$ cat config.mk
export PLATFORM = sky130hd
export DESIGN_NAME = md_ctrl
export DESIGN_NICKNAME = d
export VERILOG_FILES = /design/src/rtl/md_ctrl.sv
export SDC_FILE = /design/constraint.sdc
export NUM_CORES = 1
export LEC_CHECK = 0
export ABC_CLOCK_PERIOD_IN_PS = 7250
export BUFFER_PORTS_ARGS = -buffer_cell sky130_fd_sc_hd__buf_2
export CAP_MARGIN = 10
export CORE_UTILIZATION = 50
export DETAILED_ROUTE_END_ITERATION = 12
export PLACE_DENSITY = 0.86
export SETUP_SLACK_MARGIN = 0.15
export SYNTH_ARGS = -nofsm -noshare
export SYNTH_HDL_FRONTEND = slang
export SYNTH_SLANG_ARGS = --single-unit
$ cat constraint.sdc
create_clock -name clk -period 7.25 [get_ports clk]
set_clock_uncertainty 0.05 [all_clocks]
set_input_delay 0.725 -clock clk [delete_from_list [all_inputs] [get_ports clk]]
set_output_delay 0.725 -clock clk [all_outputs]
set_load 0.01 [all_outputs]
$ cat src/rtl/md_ctrl.sv
// HI/LO controller: dispatches multiply/divide to external units, tracks completion with a watchdog.
// Optional MD_CTRL_BYPASS_EN: forwards a completing result straight to MFHI/MFLO.
module md_ctrl #(
   parameter int unsigned MAX_WAIT = 40
) (
   input  logic        clk,
   input  logic        reset,
   input  logic        req_valid,
   input  logic [2:0]  req_op,
   input  logic [31:0] req_src1,
   input  logic [31:0] req_src2,
   output logic        req_ready,
   input  logic        flush,
   output logic        mul_en,
   output logic        div_en,
   output logic        md_signed,
   output logic [31:0] md_src1,
   output logic [31:0] md_src2,
   input  logic        mul_complete,
   input  logic        div_complete,
   input  logic [63:0] md_result,
   output logic        rd_valid,
   output logic [31:0] rd_data,
   output logic        md_busy,
   output logic        md_timeout
);
   localparam int unsigned CW = $clog2(MAX_WAIT + 1);

   typedef enum logic [1:0] {IDLE, MUL_WAIT, DIV_WAIT, ABORT} state_t;

   state_t        r_state;
   logic [31:0]   r_hi;
   logic [31:0]   r_lo;
   logic [CW-1:0] r_cnt;
   logic          r_timeout;

   logic w_is_mul, w_is_div, w_is_mf, w_is_mt;
   logic w_done, w_fwd, w_accept, w_limit;

   assign w_is_mul = (req_op[2:1] == 2'b00);
   assign w_is_div = (req_op[2:1] == 2'b01);
   assign w_is_mf  = (req_op[2:1] == 2'b10);
   assign w_is_mt  = (req_op[2:1] == 2'b11);

   assign w_done  = ((r_state == MUL_WAIT) && mul_complete) ||
                    ((r_state == DIV_WAIT) && div_complete);
   assign w_limit = (r_cnt == CW'(MAX_WAIT - 1));

`ifdef MD_CTRL_BYPASS_EN
   assign w_fwd = w_done & ~flush;
`else
   assign w_fwd = 1'b0;
`endif

   assign req_ready = (r_state == IDLE) || (w_fwd && w_is_mf);
   assign w_accept  = req_valid & req_ready & ~flush & ~reset;

   assign mul_en    = w_accept & w_is_mul & (r_state == IDLE);
   assign div_en    = w_accept & w_is_div & (r_state == IDLE);
   assign md_signed = ~reset & ~req_op[2] & ~req_op[0];
   assign md_src1   = reset ? '0 : req_src1;
   assign md_src2   = reset ? '0 : req_src2;

   assign rd_valid  = w_accept & w_is_mf;
   always_comb begin
      rd_data = '0;
      if (rd_valid) begin
         if (w_fwd) rd_data = req_op[0] ? md_result[31:0] : md_result[63:32];
         else       rd_data = req_op[0] ? r_lo : r_hi;
      end
   end

   assign md_busy    = (r_state != IDLE);
   assign md_timeout = r_timeout;

   always_ff @(posedge clk or posedge reset) begin
      if (reset) begin
         r_state   <= IDLE;
         r_hi      <= '0;
         r_lo      <= '0;
         r_cnt     <= '0;
         r_timeout <= 1'b0;
      end else begin
         r_timeout <= 1'b0;
         case (r_state)
            IDLE: begin
               if (w_accept) begin
                  if (w_is_mul) begin
                     r_state <= MUL_WAIT;
                     r_cnt   <= '0;
                  end else if (w_is_div) begin
                     r_state <= DIV_WAIT;
                     r_cnt   <= '0;
                  end else if (w_is_mt) begin
                     if (req_op[0]) r_lo <= req_src1;
                     else           r_hi <= req_src1;
                  end
               end
            end
            MUL_WAIT, DIV_WAIT: begin
               // A completion coinciding with flush consumes the unit's result, so there is nothing left to abort.
               if (w_done) begin
                  if (!flush) begin
                     r_hi <= md_result[63:32];
                     r_lo <= md_result[31:0];
                  end
                  r_state <= IDLE;
               end else if (w_limit) begin
                  r_state   <= IDLE;
                  r_timeout <= 1'b1;
                  r_cnt     <= r_cnt + CW'(1);
               end else begin
                  r_cnt <= r_cnt + CW'(1);
                  if (flush) r_state <= ABORT;
               end
            end
            ABORT: begin
               if (mul_complete || div_complete) begin
                  r_state <= IDLE;
               end else if (w_limit) begin
                  r_state   <= IDLE;
                  r_timeout <= 1'b1;
                  r_cnt     <= r_cnt + CW'(1);
               end else begin
                  r_cnt <= r_cnt + CW'(1);
               end
            end
            default: r_state <= IDLE;
         endcase
      end
   end
endmodule

Word level (Yosys, flattened, before mapping)
Index checks and enable logic that the tools add are counted.
{"block": "word_totals", "out_inout_bits": 103, "ff_bits": 73, "inputBits": 137}
{"block": "classes", "mux": 39, "reduce_logical": 13, "eq_ne": 20, "bitwise_logic": 14, "addsub": 1}
{"op": "$mux W32", "count": 18}
{"op": "$pmux W32 S2", "count": 2}
{"op": "$mux W6", "count": 5}
{"op": "$pmux W6 S3", "count": 1}
{"op": "$mux W2", "count": 8}
{"op": "$ne A2 B2 Y1 const B", "count": 8}
{"op": "$reduce_and A8 Y1", "count": 2}
{"op": "$and A1 B1 Y1", "count": 10}
{"op": "$eq A2 B2 Y1 const B", "count": 4}
{"op": "$reduce_and A4 Y1", "count": 2}
{"op": "$add A6 B1 Y6 const B", "count": 1}
{"op": "$eq A6 B6 Y1 const B", "count": 1}
{"op": "$pmux W2 S3", "count": 1}
{"op": "$eq A2 B1 Y1 const B", "count": 2}
{"op": "$logic_not A2 Y1", "count": 2}
{"op": "$ne A2 B1 Y1 const B", "count": 2}
{"op": "$ne A4 B4 Y1 const B", "count": 1}
{"op": "$not A1 Y1", "count": 4}
{"op": "$reduce_bool A2 Y1", "count": 2}
{"op": "$mux W1", "count": 3}
{"op": "$ne A3 B1 Y1 const B", "count": 1}
{"op": "$ne A3 B3 Y1 const B", "count": 1}
{"op": "$logic_and A1 B1 Y1", "count": 2}
{"op": "$logic_or A1 B1 Y1", "count": 2}
{"op": "2 further kinds", "count": 2}

Depth between registers and ports, before layout
Gate-level depths: netlist of the first run.
{"block": "logic_depth", "word_depth": 6, "depth_mapped": 8, "mapped_depth_nobuf": 6}

Worst setup path before layout of the first run
OpenSTA, ideal clock, no wires.
{"block": "synth_path", "path_kind": "input to output", "startpoint": "input flush", "endpoint": "output rd_data[10]", "path_stages": 5, "path_buffers": 2, "path_slack_ns": 4.584, "arrival_ns": 1.891, "path_cell_list": "nand4bb_4 -> or3b_2 -> clkbuf_1 -> buf_4 -> nor2_1"}
{"block": "synth_between", "elab_chain_len": 5}
{"element": "start: declaration", "line": "13", "rtl": "input logic flush,"}
{"element": "$not A1 Y1", "line": "56", "rtl": "assign w_accept = req_valid & req_ready & ~flush & ~reset;"}
{"element": "$and A1 B1 Y1 (2 in series)", "line": "56"}
{"element": "$and A1 B1 Y1", "line": "64", "rtl": "assign rd_valid = w_accept & w_is_mf;"}
{"element": "$mux W32", "line": "67", "rtl": "if (rd_valid) begin"}
{"element": "end: declaration", "line": "23", "rtl": "output logic [31:0] rd_data,"}
No other way between the ends.

Worst setup path in the final report of the first run
{"block": "layout_path", "startpoint": "input reset", "endpoint": "output rd_data[14]"}
{"block": "layout_between", "elab_chain_len": 4}
{"element": "start: declaration", "line": "7", "rtl": "input logic reset,"}
{"element": "$not A1 Y1", "line": "56"}
{"element": "$and A1 B1 Y1", "line": "56"}
{"element": "$and A1 B1 Y1", "line": "64"}
{"element": "$mux W32", "line": "67"}
No other way between the ends.

==> out/results.ini, run 1 <==
[worst_setup_path]
start_kind=input pin
r2r_slack_ns=4.37
crit_path_start=reset
crit_fanout=47
critPathKind=input pin to output port
timing.rr.start=r_state[0]$_DFFE_PP0P_
crit_required_ns=6.47
crit_arrival_ns=2.68
endpoint_kind=output port

[finish]
n_antenna_cell=0
area_growth_pct=31.03
final_layout_size_suffix_gt1_share_pct=44.91
layout.nets=883

[route]
routed_wirelength_um=12240
wire_per_inst_um=13.98
wl_met3_um=514
vias=4408
topRoutingLayerUsed=met4
wl_met2_um=6591
dr.pass1.iters=4
final_antenna_net_count=0
first_iter_violations=115
drc=0
met1_length_um=4812
vias_per_cell=5.038

[yosys]
yosysSeqAreaShare_pct=38.17
syn_area_per_cell_um2=9.186
yosys_warnings=0
synth_top_area_share_pct=38.17
synth_nets=663
synth_cells=521
ys_ff_latch=73
synth_top_area_cell=dfrtp_1
async_flop_share_pct=100.0
synthTopCellsByArea=dfrtp_1 38%, mux2_2 14%, nand2_1 10%
synth.distinct_cells=39
synth_top_flop_cell=dfrtp_1
syn_area_mm2=0.004786
synth_edf_count=0

[global_route]
grt_usage_pct=24.77
globalRouteOverflowTotal=0
grt_pass1_wl_um=19490
grt_max_degree=103
antenna_found_initial=0
grt_pass1_vias=4248

[sta]
tightest_slew_ns=1.214
finalWorstSetupSlack_ns=3.799
rsz0062_at_grt=false
post-route-period-util_pct=47.59
setup_viol=0
finalMaxSlewViolations=0
hold_violations=0
finalCriticalPeriod_ns=3.451
tns_ns=0
timing.slew.headroom_pct=18.75
fmax_mhz=289.8

[die]
placement_rows=35
die_w_um=99.84
fp.coreArea_mm2=0.009240
io-pin-count=240
start_util_pct=51.79
fp.dieH_um=99.84
die_area_mm2=0.009967

[status]
status=finished, final reports clean

[clock_network]
cts_made_buffers=9
cts.repair.resized=0
cts_tree=done
cts_buffer_depth=2
clk_pin_slew_ns=0.07
hold_buffers=0
h-tree-depth=3
clock_tree.root_cell=clkbuf_8
clk_latency_ns=0.33
cts.sinks=73
postCtsSetupBuffers=0

[worst_hold_path]
hold_class=flop to flop
min-delay-start=r_lo[15]$_DFFE_PP0P_

[power_and_ir_drop]
ir_drop_uv=288.8
leakagePower_nw=3.485
power_density_mw_per_mm2=388.1

[run]
cap_violations=0

[place]
place_hpwl_um=9097
place_congestion=0.8814
io_buffers=239
dp_slack_ns=3.550

logic make-up after synthesis:
| logic type | count (synthesis) | share of synthesized area (%) |
|---|---|---|
| AND/OR/NAND/NOR | 283 | 28.89 |
| multiplexers | 99 | 23.16 |
| flip-flops | 73 | 38.17 |
| buffers and inverters | 40 | 4.470 |
| AO/OA/AOI/OAI | 20 | 3.817 |
| adder cells (fa/ha/maj) | 5 | 1.307 |
| XOR/XNOR | 1 | 0.1830 |
metal layers:
metal  vias up  GRT usage, %
li1       2135             -
met1      2088         27.76
met2       157         46.74
met3        28         3.482
met4         0         10.52
met5         -             0
worst max-delay path, stage by stage:
cell and delay [ns]:
buf_2 0.26, buf_12 0.25, nand4bb_4 0.24, or3b_2 0.80
nor2_1 0.22, buf_2 0.16
path summary, 6_finish.rpt:
path	endpoint	depth (start not counted)
max in group asynchronous	r_lo[3]$_DFFE_PP0P_	4
setup reg to reg	r_hi[2]$_DFFE_PP0P_	7
hold / removal	r_lo[15]$_DFFE_PP0P_	1
setup / recovery	rd_data[14]	6
min in group asynchronous	r_hi[26]$_DFFE_PP0P_	3
hold reg to reg	r_lo[15]$_DFFE_PP0P_	1
cells in the mapped netlist, types with 6 or more instances:
master	number
mux2_2	58
clkbuf_1	18
mux2_4	9
inv_1	6
buf_6	6
buf_2	6
nor2_1	34
dfrtp_1	73
nand2_1	132
nor2b_1	65
nand2b_1	33
mux2i_1	32
state kept, by name (all words and copies together), names as in the netlist:
signal	flops
r_hi	32
r_lo	32
r_cnt	6
md_timeout	1
r_state	2
power breakdown:
part / switching (mW) / total, mW / internal, mW
combinational: 0.653 / 1.29 / 0.639
sequential: 0.113 / 0.729 / 0.616
clock: 0.148 / 0.412 / 0.264
stage by stage:
step | utilization, % | total power [mW] | cell area (um2) | cells | hold slack, ns
after global placement | 64.85 | 1.962 | 5992 | 858 | 0.4362
after detailed placement | 64.85 | 2.036 | 5992 | 858 | 0.4434
after CTS | 67.65 | 2.451 | 6251 | 874 | 0.4598
after global routing | 67.87 | 2.626 | 6271 | 875 | 0.4690
after floorplan | - | 1.765 | 4786 | 521 | 0.4286
final | 67.87 | 2.433 | 6271 | 875 | 0.4583
area by class of cell:
class	count	area, um2
clock inverter	5	127.6
tap	129	161.4
timing repair buffer	243	1239
fill	772	2969
multi-input combinational	408	2763
inverter	6	22.52
clock buffer	11	131.4
sequential	73	1827
cell usage in the layout, fill, tap and decap left out, drive strengths merged, types with 3 or more instances in the layout:
master	netlist	layout
buf	16	243
nand2	132	132
dfrtp	73	73
mux2	67	67
nor2b	65	65
nor2	34	34
nand2b	33	33
mux2i	32	32
clkbuf	18	11
inv	6	6
nor3b	5	5
ha	5	5
bufinv	0	4
o21ai	4	4
nor3	3	3
nand3	3	3
a221o	3	3
a22o	3	3
(Power assumes the default switching activity.)
==> run 2, diff against run 1 <==
--- a/config.mk
+++ b/config.mk
@@ -5,12 +5,12 @@
 export SDC_FILE = /design/constraint.sdc
 export NUM_CORES = 1
 export LEC_CHECK = 0
-export ABC_CLOCK_PERIOD_IN_PS = 7250
+export ABC_CLOCK_PERIOD_IN_PS = 3350
 export BUFFER_PORTS_ARGS = -buffer_cell sky130_fd_sc_hd__buf_2
 export CAP_MARGIN = 10
-export CORE_UTILIZATION = 50
+export CORE_UTILIZATION = 47
 export DETAILED_ROUTE_END_ITERATION = 12
-export PLACE_DENSITY = 0.86
+export PLACE_DENSITY = 0.82
 export SETUP_SLACK_MARGIN = 0.15
 export SYNTH_ARGS = -nofsm -noshare
 export SYNTH_HDL_FRONTEND = slang
==> constraint.sdc (replaced) <==
create_clock -name clk -period 3.35 [get_ports clk]
set_clock_uncertainty 0.05 [all_clocks]
set_input_delay 0.335 -clock clk [delete_from_list [all_inputs] [get_ports clk]]
set_output_delay 0.335 -clock clk [all_outputs]
set_load 0.01 [all_outputs]
==> run 2 against run 1 <==
Clock-buffer cell count rose by 1. Non-clock buffer count is 3 higher. Clock power is 70% higher. Critical path type is now flop to output port.
==> out/results.ini, run 2 (synthesis results as in run 1) <==
[route]
dr.pass1.iters=4
routed_wirelength_um=12190
final_antenna_net_count=0
first_iter_violations=86
wire_per_inst_um=13.81
drc=0
vias_per_cell=4.966
vias=4385

[die]
start_util_pct=48.74
die_w_um=102.9
die_area_mm2=0.01059
placement_rows=36
fp.dieH_um=102.9
io-pin-count=240
fp.coreArea_mm2=0.009819

[clock_network]
clock_tree.root_cell=clkbuf_8
cts_tree=done
cts.repair.resized=0
clk_pin_slew_ns=0.08
hold_buffers=0
postCtsSetupBuffers=0
cts_made_buffers=9
h-tree-depth=3
clk_latency_ns=0.32
cts.sinks=73
cts_buffer_depth=2

[worst_setup_path]
critPathKind=flop to output port
worst_r2r_path_depth=5
endpoint_kind=output port
worstPathCellList=inv_1 > ha_2 > nand4bb_4 > or3b_2 > nor2_1 > buf_2
crit_required_ns=2.96
start_kind=flop
crit_fanout=33
cp_slowest_cell=or3b_2
crit_arrival_ns=2.61
max_stage_delay_ns=0.81

[worst_hold_path]
holdPathStages=4
hold_class=input pin to flop

[sta]
tightest_slew_ns=1.128
finalMaxSlewViolations=0
rsz0062_at_grt=false
finalCriticalPeriod_ns=2.993
setup_viol=0
post-route-period-util_pct=89.35
fmax_mhz=334.1
timing.slew.headroom_pct=24.49
hold_ws_ns=0.2808
tns_ns=0
hold_violations=0

[finish]
multi_input_area_mm2=0.002763
final_common_cell=buf_2
final_layout_size_suffix_gt1_share_pct=45.26
area_growth_pct=30.56
layout.nets=886
nFillCells=872
reg_top3=r_hi: 32 flops, r_lo: 32 flops, r_cnt: 6 flops
layout.area.seq_mm2=0.001827
stdcell_count=883
final_cell_mix=239 x buf_2, 132 x nand2_1, 73 x dfrtp_1

[power_and_ir_drop]
switching_share_pct=38.68
leakagePower_nw=3.480
power.internal_mw=3.126
clock_power_share_pct=13.8
power.share.sequential_pct=30.9
ir_drop_uv=365.9
comb_power_share_pct=55.4
power_density_mw_per_mm2=815.8
p_switching_mw=1.972

[global_route]
antenna_found_initial=1
grt_max_degree=68
grt_usage_pct=23.31
grt_pass1_wl_um=19150
globalRouteOverflowTotal=0
grt_pass1_vias=4306

[status]
status=finished, final reports clean

[place]
place_inst=866
place_congestion=0.8204
io_buffers=239
place_hpwl_um=9306

[run]
cap_violations=0

## run 2: worst max-delay path, delay by kind of cell (launching register included)
| kind | cells | cell delay, ns |
|---|---|---|
| buf+inv | 2 | 0.25 |
| flops | 1 | 0.41 |
| fa+ha+maj | 1 | 0.39 |
| simple gates | 3 | 1.21 |
## run 2: final cells by class
class / instances / share of cell area [%]
Clock buffer: 12 / 2.483
Inverter: 6 / 0.3604
Timing Repair Buffer: 246 / 20.18
Sequential cell: 73 / 29.24
Multi-Input combinational cell: 408 / 44.21
Tap cell: 133 / 2.663
Antenna cell: 1 / 0.04005
Clock inverter: 4 / 0.8210
## run 2: power groups by stage
stage               clock (mW)  combinational, mW  sequential (mW)
floorplan                    0               2.31             1.51
global placement             0               2.74             1.55
detailed placement           0               2.85             1.59
CTS                      0.716               2.85             1.57
global route             0.761               3.13             1.63
finish                   0.702               2.82             1.57
## run 2: path summary, 6_finish.rpt
kind | start | to | slack (ns)
hold reg to reg | r_hi[20]$_DFFE_PP0P_ | r_hi[20]$_DFFE_PP0P_ | 0.46
setup reg to reg | r_state[0]$_DFFE_PP0P_ | r_hi[7]$_DFFE_PP0P_ | 0.71
setup / recovery | r_state[0]$_DFFE_PP0P_ | rd_data[22] | 0.36
hold / removal | md_result[11] | r_lo[11]$_DFFE_PP0P_ | 0.28
max in group asynchronous | reset | r_hi[25]$_DFFE_PP0P_ | 1.87
min in group asynchronous | reset | r_lo[11]$_DFFE_PP0P_ | 0.60
## run 2: per-stage QoR
stage	setup WS [ns]	power, mW	instance area, um2	util [%]
global route	0.1929	5.516	6248	63.63
CTS	0.3484	5.141	6246	63.61
detailed placement	0.6878	4.434	6040	61.51
finish	0.3567	5.098	6248	63.63
global placement	0.7593	4.286	6040	61.51
floorplan	0.9013	3.819	4786	-
## run 2: routing by layer
metal / vias to the layer above / wire [um] / global-route usage (%)
met1: 2103 / 4858 / 25.78
met3: 10 / 540 / 3.729
met2: 128 / 6679 / 45.18
li1: 2144 / - / -
met5: - / 0 / 0
met4: 0 / 114 / 7.476
==> run 3, diff against run 2 <==
--- a/config.mk
+++ b/config.mk
@@ -11,6 +11,7 @@
 export CORE_UTILIZATION = 47
 export DETAILED_ROUTE_END_ITERATION = 12
 export PLACE_DENSITY = 0.82
+export REMOVE_ABC_BUFFERS = 1
 export SETUP_SLACK_MARGIN = 0.15
 export SYNTH_ARGS = -nofsm -noshare
 export SYNTH_HDL_FRONTEND = slang
==> run 3 against run 2 <==
Fmax grew 5.3%. Highest routed layer unchanged. Critical endpoint is now r_hi[27]$_DFFE_PP0P_. Via count decreased by 0.55%. Sequential share of layout area is 0.30 points higher. Clock power fell by 17%. Largest power group unchanged. Worst hold slack worse by 0.014 ns. Total power fell by 3.2%.
==> out/results.ini, run 3 (synthesis results as in run 1) <==
[status]
status=finished, final reports clean

[route]
final_antenna_net_count=0
dr.pass1.iters=4
vias=4361
routed_wirelength_um=12460
first_iter_violations=127
drc=0
vias_per_cell=4.950
wire_per_inst_um=14.14

[finish]
n_antenna_cell=0
nFillCells=880
multi_input_area_mm2=0.002765
layout.nets=885
final_cell_mix=239 x buf_2, 132 x nand2_1, 73 x dfrtp_1
area_growth_pct=29.23
final_layout_size_suffix_gt1_share_pct=45.32
reg_top3=r_hi: 32 flops, r_lo: 32 flops, r_cnt: 6 flops
layout.area.seq_mm2=0.001827
final_common_cell=buf_2
stdcell_count=881

[sta]
timing.slew.headroom_pct=23.15
finalCriticalPeriod_ns=2.844
hold_violations=0
hold_ws_ns=0.2667
setup_viol=0
rsz0062_at_grt=false
finalWorstSetupSlack_ns=0.5065
post-route-period-util_pct=84.88
fmax_mhz=351.7
tns_ns=0
finalMaxSlewViolations=0
tightest_slew_ns=1.148

[place]
dp_slack_ns=0.4788
place_congestion=0.7668
place_inst=865
place_hpwl_um=9354
io_buffers=239

[die]
start_util_pct=48.74
placement_rows=36
io-pin-count=240
fp.dieH_um=102.9
die_w_um=102.9
die_area_mm2=0.01059
fp.coreArea_mm2=0.009819

[worst_setup_path]
crit_arrival_ns=3.02
crit_required_ns=3.52
critPathKind=flop to flop
start_kind=flop
worstPathCellList=inv_1 > ha_2 > nor2b_1 > o21ai_4 > mux2_2
cp.buffers_inverters=1
cp_slowest_cell=o21ai_4
max_stage_delay_ns=0.93
endpoint_kind=flop
crit_fanout=41
crit_family=compound AO/OA/AOI/OAI gates

[clock_network]
postCtsSetupBuffers=0
cts_tree=done
cts_made_buffers=9
clk_pin_slew_ns=0.08
h-tree-depth=3
cts_buffer_depth=2
clock_tree.root_cell=clkbuf_8
hold_buffers=0
cts.sinks=73
clk_latency_ns=0.34
cts.repair.resized=0

[global_route]
grt_max_degree=64
grt_usage_pct=22.76
grt_pass1_wl_um=18420
grt_pass1_vias=3913
globalRouteOverflowTotal=0
antenna_found_initial=0

[power_and_ir_drop]
power_mw=4.937
leakagePower_nw=3.456
ir_drop_uv=439.6
power_density_mw_per_mm2=798.3

[run]
cap_violations=0

[worst_hold_path]
hold_class=input pin to flop

-- run 3: cell count changes in the layout (fill, tap and decap cells not counted) --
cell and change:
inv_2 -1, buf_12 -1, or3b_2 -1, clkinv_2 +6
clkbuf_8 -2, diode_2 -1, or3b_4 +1, bufinv_16 -1
clkbuf_1 -1, clkinv_4 -1
-- run 3: metal layers --
| layer | wire [um] | vias to the layer above | track usage [%] |
|---|---|---|---|
| met3 | 658 | 11 | 2.780 |
| met2 | 6023 | 145 | 36.62 |
| li1 | - | 2144 | - |
| met1 | 5664 | 2061 | 32.08 |
| met4 | 113 | 0 | 7.476 |
| met5 | 0 | - | 0 |
-- run 3: layout make-up --
class	count	share of cell area (%)
repair buffers	245	20.07
multi-input cells	408	44.71
inverters	6	0.3844
clock buffers	9	2.003
clock inverters	7	0.6069
flip-flops and latches	73	29.54
well taps	133	2.691
-- run 3: power breakdown --
| part | switching [mW] | internal (mW) | leakage [nW] | total (mW) |
|---|---|---|---|---|
| combinational | 1.40 | 1.38 | 2.47 | 2.78 |
| clock | 0.320 | 0.260 | 0.0883 | 0.580 |
| sequential | 0.243 | 1.33 | 0.893 | 1.58 |
-- run 3: tightest hold or removal path, stage by stage --
cell	delay [ns]
buf_2	0.07
nand2_1	0.04
nand2_1	0.05
mux2_2	0.13
-- run 3: per-stage QoR --
| stage | utilization, % | instance area (um2) |
|---|---|---|
| 2_1_floorplan | - | 4594 |
| 3_3_place_gp | 61.32 | 6021 |
| 3_5_place_dp | 61.32 | 6021 |
| 4_1_cts | 62.96 | 6182 |
| 5_1_grt | 62.98 | 6185 |
| 6_report | 62.98 | 6185 |
-- run 3: final timing paths --
kind	slack (ns)	from	cells past startpoint	endpoint
worst max-delay path	0.51	r_state[0]$_DFFE_PP0P_	5	r_hi[27]$_DFFE_PP0P_
worst min-delay path	0.27	md_result[50]	4	r_hi[18]$_DFFE_PP0P_
worst max register to register	0.51	r_state[0]$_DFFE_PP0P_	5	r_hi[27]$_DFFE_PP0P_
worst min register to register	0.46	r_hi[11]$_DFFE_PP0P_	1	r_hi[11]$_DFFE_PP0P_
max in group asynchronous	2.11	reset	4	r_hi[0]$_DFFE_PP0P_
min in group asynchronous	0.44	reset	3	r_cnt[4]$_DFFE_PP0P_
